[config.mk]
export PLATFORM = sky130hd
export DESIGN_NAME = pid_pwm_drv
export DESIGN_NICKNAME = d
export VERILOG_FILES = /design/src/rtl/pid_pwm_drv.sv
export SDC_FILE = /design/constraint.sdc
export NUM_CORES = 1
export LEC_CHECK = 0
export CAP_MARGIN = 40
export CORE_ASPECT_RATIO = 1.2
export CORE_MARGIN = 4
export CORE_UTILIZATION = 40
export CTS_CLUSTER_DIAMETER = 120
export CTS_CLUSTER_SIZE = 24
export DETAILED_ROUTE_END_ITERATION = 10
export SETUP_SLACK_MARGIN = 0.15
export SLEW_MARGIN = 10
export SYNTH_ARGS = -nofsm -noshare
export SYNTH_HDL_FRONTEND = slang
export SYNTH_SLANG_ARGS = --single-unit
[constraint.sdc]
create_clock -name clk -period 11.9 [get_ports clk]
set_input_delay 1.19 -clock clk [delete_from_list [all_inputs] [get_ports clk]]
set_output_delay 1.19 -clock clk [all_outputs]
set_load 0.005 [all_outputs]
[src/rtl/pid_pwm_drv.sv]
`default_nettype none
// ============================================================================
// Module      : pid_pwm_drv
// Description : Signed PID command to glitch-free fwd/rev PWM driver with
//               minimum-duty offset, saturation and reversal dead time.
// Revision    : 1.0 - initial release
// ============================================================================
module pid_pwm_drv #(
    parameter logic [10:0] MIN_DUTY = 11'h0A0,
    parameter int          DEAD_CYC = 32
) (
    input  logic        clk,
    input  logic        rst,
    input  logic        en,
    input  logic        cntrl_vld,
    input  logic [11:0] PID_cntrl,
    output logic        PWM_fwd,
    output logic        PWM_rev,
    output logic        prd_strt,
    output logic        sat,
    output logic        busy_dead
);

    localparam logic [1:0]  c_OFF       = 2'd0;
    localparam logic [1:0]  c_RUN       = 2'd1;
    localparam logic [1:0]  c_DEAD      = 2'd2;
    localparam logic [10:0] c_CNT_MAX   = 11'h7FF;
    localparam logic [7:0]  c_DEAD_LAST = 8'(DEAD_CYC - 1);

    logic [1:0]  r_state;
    logic [1:0]  w_state_nxt;
    logic [10:0] r_cnt;
    logic [7:0]  r_dead_cnt;
    logic [11:0] r_shadow;
    logic [10:0] r_duty;
    logic        r_dir;
    logic        r_sat;
    logic [10:0] r_pend_duty;
    logic        r_pend_dir;
    logic        r_pend_sat;

    logic [11:0] w_src;
    logic [12:0] w_ext;
    logic [12:0] w_mag;
    logic [12:0] w_sum;
    logic        w_zero;
    logic        w_clip;
    logic [10:0] w_ld_duty;
    logic        w_ld_dir;
    logic        w_ld_sat;
    logic        w_ld_rev;
    logic        w_load;
    logic        w_dead_exit;
    logic        w_run_stay;

    // A strobe coincident with a load point bypasses the shadow register.
    assign w_src     = cntrl_vld ? PID_cntrl : r_shadow;
    assign w_ext     = {w_src[11], w_src};
    assign w_mag     = w_src[11] ? (13'd0 - w_ext) : w_ext;
    assign w_sum     = w_mag + {2'b00, MIN_DUTY};
    assign w_zero    = (w_src == 12'd0);
    assign w_clip    = (w_sum > 13'd2047);
    assign w_ld_duty = w_zero ? 11'd0 : (w_clip ? c_CNT_MAX : w_sum[10:0]);
    assign w_ld_sat  = !w_zero && w_clip;
    assign w_ld_dir  = w_zero ? r_dir : w_src[11];
    assign w_ld_rev  = (w_ld_duty != 11'd0) && (w_ld_dir != r_dir);

    assign w_load      = en && ((r_state == c_OFF) ||
                                ((r_state == c_RUN) && (r_cnt == c_CNT_MAX)));
    assign w_dead_exit = en && (r_state == c_DEAD) && (r_dead_cnt == c_DEAD_LAST);
    assign w_run_stay  = (r_state == c_RUN) && (w_state_nxt == c_RUN);
    assign sat         = r_sat;

    always_ff @(posedge clk or posedge rst) begin
        if (rst) begin
            r_state <= c_OFF;
        end else begin
            r_state <= w_state_nxt;
        end
    end

    always_comb begin
        w_state_nxt = r_state;
        prd_strt    = 1'b0;
        busy_dead   = 1'b0;
        case (r_state)
            c_OFF: begin
                if (en) begin
                    w_state_nxt = w_ld_rev ? c_DEAD : c_RUN;
                end
            end
            c_RUN: begin
                prd_strt = (r_cnt == 11'd0);
                if (!en) begin
                    w_state_nxt = c_OFF;
                end else if ((r_cnt == c_CNT_MAX) && w_ld_rev) begin
                    w_state_nxt = c_DEAD;
                end
            end
            c_DEAD: begin
                busy_dead = 1'b1;
                if (!en) begin
                    w_state_nxt = c_OFF;
                end else if (r_dead_cnt == c_DEAD_LAST) begin
                    w_state_nxt = c_RUN;
                end
            end
            default: w_state_nxt = c_OFF;
        endcase
    end

    // A reversal is held in the pending set until dead time completes, so an
    // enable drop mid-dead-time cannot let the new direction skip the gap.
    always_ff @(posedge clk or posedge rst) begin
        if (rst) begin
            r_cnt       <= 11'd0;
            r_dead_cnt  <= 8'd0;
            r_shadow    <= 12'd0;
            r_duty      <= 11'd0;
            r_dir       <= 1'b0;
            r_sat       <= 1'b0;
            r_pend_duty <= 11'd0;
            r_pend_dir  <= 1'b0;
            r_pend_sat  <= 1'b0;
            PWM_fwd     <= 1'b0;
            PWM_rev     <= 1'b0;
        end else begin
            if (cntrl_vld) begin
                r_shadow <= PID_cntrl;
            end
            r_cnt      <= w_run_stay ? (r_cnt + 11'd1) : 11'd0;
            r_dead_cnt <= (r_state == c_DEAD) ? (r_dead_cnt + 8'd1) : 8'd0;
            if (w_load) begin
                if (w_ld_rev) begin
                    r_pend_duty <= w_ld_duty;
                    r_pend_dir  <= w_ld_dir;
                    r_pend_sat  <= w_ld_sat;
                end else begin
                    r_duty <= w_ld_duty;
                    r_dir  <= w_ld_dir;
                    r_sat  <= w_ld_sat;
                end
            end else if (w_dead_exit) begin
                r_duty <= r_pend_duty;
                r_dir  <= r_pend_dir;
                r_sat  <= r_pend_sat;
            end
            PWM_fwd <= w_run_stay && !r_dir && (r_cnt < r_duty);
            PWM_rev <= w_run_stay &&  r_dir && (r_cnt < r_duty);
        end
    end

endmodule
`default_nettype wire

==> flow_metrics.py <==
metrics = {
    "outcome": {
        "outcome": "finished, final reports clean",
    },
    "clocking": {
        "clk_pin_slew_ps": 70,
        "cts_tree": "built",
        "cts.htree.levels": 3,
        "numCtsBuffers": 9,
        "clock_path_buffers": 2,
        "clk-insertion-delay-late_ps": 350,
        "hold_buffers": 0,
        "clock-sinks": 61,
        "cts_setup_buffers": 0,
        "root_buffer": "clkbuf_8",
        "ctsResizeCount": 0,
    },
    "power": {
        "ir_drop_mv": 0.04754,
        "power_density_nw_per_um2": 153.2,
        "p_leak_nw": 1.872,
    },
    "floorplan": {
        "die_area_um2": 10970,
        "rows": 38,
        "io_pins": 21,
        "start_util": 0.4120,
        "core_um2": 9081,
        "fp.dieW_um": 96.29,
        "die_h_um": 113.9,
    },
    "finish": {
        "layout_common_cells": "61 x dfrtp_1, 52 x nor2_1, 27 x inv_1, 20 x clkdlybuf4s50_1",
        "drive_gt1_frac": 0.1202,
        "fin_cells": 536,
        "finalNetCount": 443,
        "final_common_cell": "dfrtp_1",
        "diodes": 0,
        "fillers": 874,
        "area_growth_pct": 12.91,
    },
    "logic_synthesis": {
        "ys_async_sr_fraction": 1.000,
        "synth.top_cell.area_share": 0.4080,
        "synth_cell_types": 66,
        "synthCells": 389,
        "synth_edf_count": 0,
        "synth_top_cells_by_area": "dfrtp_1 41%, ha_1 5.4%, nor2_1 5.2%",
        "ys.flop_type": "dfrtp_1",
        "synth_warnings": 0,
        "synth_nets": 421,
        "ys_seq_area_frac": 0.4080,
        "ys_ff_latch": 61,
        "synth.avg_cell_area_um2": 9.617,
        "yosysTopAreaCell": "dfrtp_1",
        "netlist_area_um2": 3741,
    },
    "worst_setup_path": {
        "endpoint_kind": "flop",
        "start_kind": "primary input",
        "crit_cells": 16,
        "timing.critical_path.arrival_ps": 5940,
        "cp_max_fo": 35,
        "slowest_delay_ps": 550,
        "worst-path-buf-inv": 3,
        "critPathRequiredTime_ps": 12130,
        "reg2reg_depth": 14,
        "cp_top_family": "buffers and inverters",
        "cpMaxStageDelayCell": "a211oi_2",
        "path_class": "in -> reg",
        "crit_chain": "clkdlybuf4s50_1 > buf_4 > mux2i_1 > ha_1 > nor4bb_1 > a221oi_1 > xnor2_1 > ha_1 > nor2_1 > mux2i_1 > nand4b_1 > xor2_1 > a2111oi_4 > a211oi_2 > buf_4 > mux2_2",
    },
    "grt": {
        "grt_pass1_vias": 2822,
        "grt_pass1_wl_mm": 13.57,
        "grt_overflow": 0,
        "gr-usage-all-layers": 0.1578,
        "grt_max_degree": 62,
        "antenna_found_initial": 0,
    },
    "timing": {
        "rsz0062_at_grt": "false",
        "worst_pin_slew_ps": 786.1,
        "fin_crit_sh": 0.4797,
        "setup_viol": 0,
        "setup-tns-final_ps": 0,
        "period_minus_slack_ps": 5708,
        "drv_slew": 0,
        "fmax_ghz": 0.1752,
        "max_slew_margin": 0.4759,
        "finClkSkew_ps": 10.27,
        "finalHoldViolCount": 0,
    },
    "route": {
        "ant_nets": 0,
        "drt_iter0_drc": 129,
        "vias": 2841,
        "drc": 0,
        "via_per_inst": 5.300,
        "dr.pass1.iters": 4,
        "postRouteWirelength_mm": 7.728,
        "wl_per_cell_um": 14.42,
    },
    "place": {
        "dp_hpwl_mm": 5.688,
        "dp.cells": 520,
        "gp_congestion": 0.8409,
        "io_buffers": 20,
    },
    "min_path": {
        "hold_depth": 1,
        "hold_path.class": "reg -> reg",
    },
    "job": {
        "maxCapViolCount": 0,
    },
}
power breakdown:
group,leakage (nW),switching (mW),internal [mW]
registers,0.754,0.0272,0.254
clock network,0.0921,0.0837,0.0859
logic,1.03,0.0989,0.0976
through the flow:
step | instance area [µm²] | power (mW) | util | setup slack [ps] | hold slack [ps]
2_1_floorplan | 3741 | 0.4331 | - | 6651 | 432.9
4_1_cts | 4224 | 0.6553 | 0.4651 | 6250 | 477.7
3_3_place_gp | 4039 | 0.4781 | 0.4448 | 5862 | 449.9
6_report | 4224 | 0.6473 | 0.4651 | 6192 | 468.8
3_5_place_dp | 4046 | 0.4830 | 0.4456 | 5907 | 459.1
5_1_grt | 4224 | 0.6963 | 0.4651 | 5721 | 501.4
path summary, 6_finish.rpt:
kind	endpoint	startpoint	slack [ps]
max in group asynchronous	r_pend_duty[4]	rst	10010
hold reg to reg	r_dead_cnt[0]	r_dead_cnt[0]	470
hold / removal	r_dead_cnt[0]	r_dead_cnt[0]	470
min in group asynchronous	r_dead_cnt[2]	rst	1380
setup reg to reg	r_pend_duty[5]	r_shadow[1]	7500
setup / recovery	r_pend_duty[5]	cntrl_vld	6190
synth_stat cells, types with 2 or more instances:
master    count
a31oi_1      12
a222oi_1      2
a21oi_1      17
nand2_1      17
a211oi_1      2
buf_2         3
and3_1        6
o21a_1        3
clkbuf_1      6
a21o_1        7
or3_1         7
or3b_2        3
dfrtp_1      61
o31ai_1       2
mux2_4        8
mux2i_1      10
buf_6         3
nand3_1      17
nor2_1       52
inv_1        28
nand3b_1      4
nand2b_1      4
nor4_1        4
nor2b_1       2
nor4bb_1      2
mux2_2        8
nor4b_1       3
nor3_1       16
xnor2_2       2
ha_1         16
and2_1        3
xor2_1        8
nor3b_1       3
o21ai_0       8
xnor2_1       9
sequential cells by signal (all words and copies together), names as in the netlist:
name / count
PWM_fwd: 1
PWM_rev: 1
r_cnt: 11
r_dead_cnt: 8
r_dir: 1
r_duty: 11
r_pend_dir: 1
r_pend_duty: 11
r_pend_sat: 1
r_shadow: 12
r_state: 2
sat: 1
cells by family after synthesis:
| family | count (synthesis) | share of synthesized area |
|---|---|---|
| DFF | 61 | 0.4080 |
| AOI/OAI and AO/OA | 70 | 0.1351 |
| buffers and inverters | 43 | 0.05117 |
| muxes | 26 | 0.08295 |
| adders and majority gates | 16 | 0.05351 |
| xor gates and xnor gates | 20 | 0.05452 |
| and+or+nand+nor | 153 | 0.2147 |
cell type report:
type	count	area [µm²]	area share
multi-input combinational	285	2023	0.4790
sequential	61	1526	0.3614
timing repair buffer	25	237.7	0.05628
clock buffer	12	155.1	0.03673
tap	120	150.1	0.03555
inverter	29	108.9	0.02577
clock inverter	4	22.52	0.005332
routing by layer:
| layer | global-route usage | vias up | part of all wire |
|---|---|---|---|
| met5 | 0 | - | 0 |
| met4 | 0.05882 | 0 | 0.015 |
| met3 | 0.03232 | 10 | 0.028 |
| met2 | 0.2529 | 38 | 0.48 |
| met1 | 0.2080 | 1362 | 0.48 |
| li1 | - | 1431 | - |
Note: power is estimated with default switching activity, not from simulation.
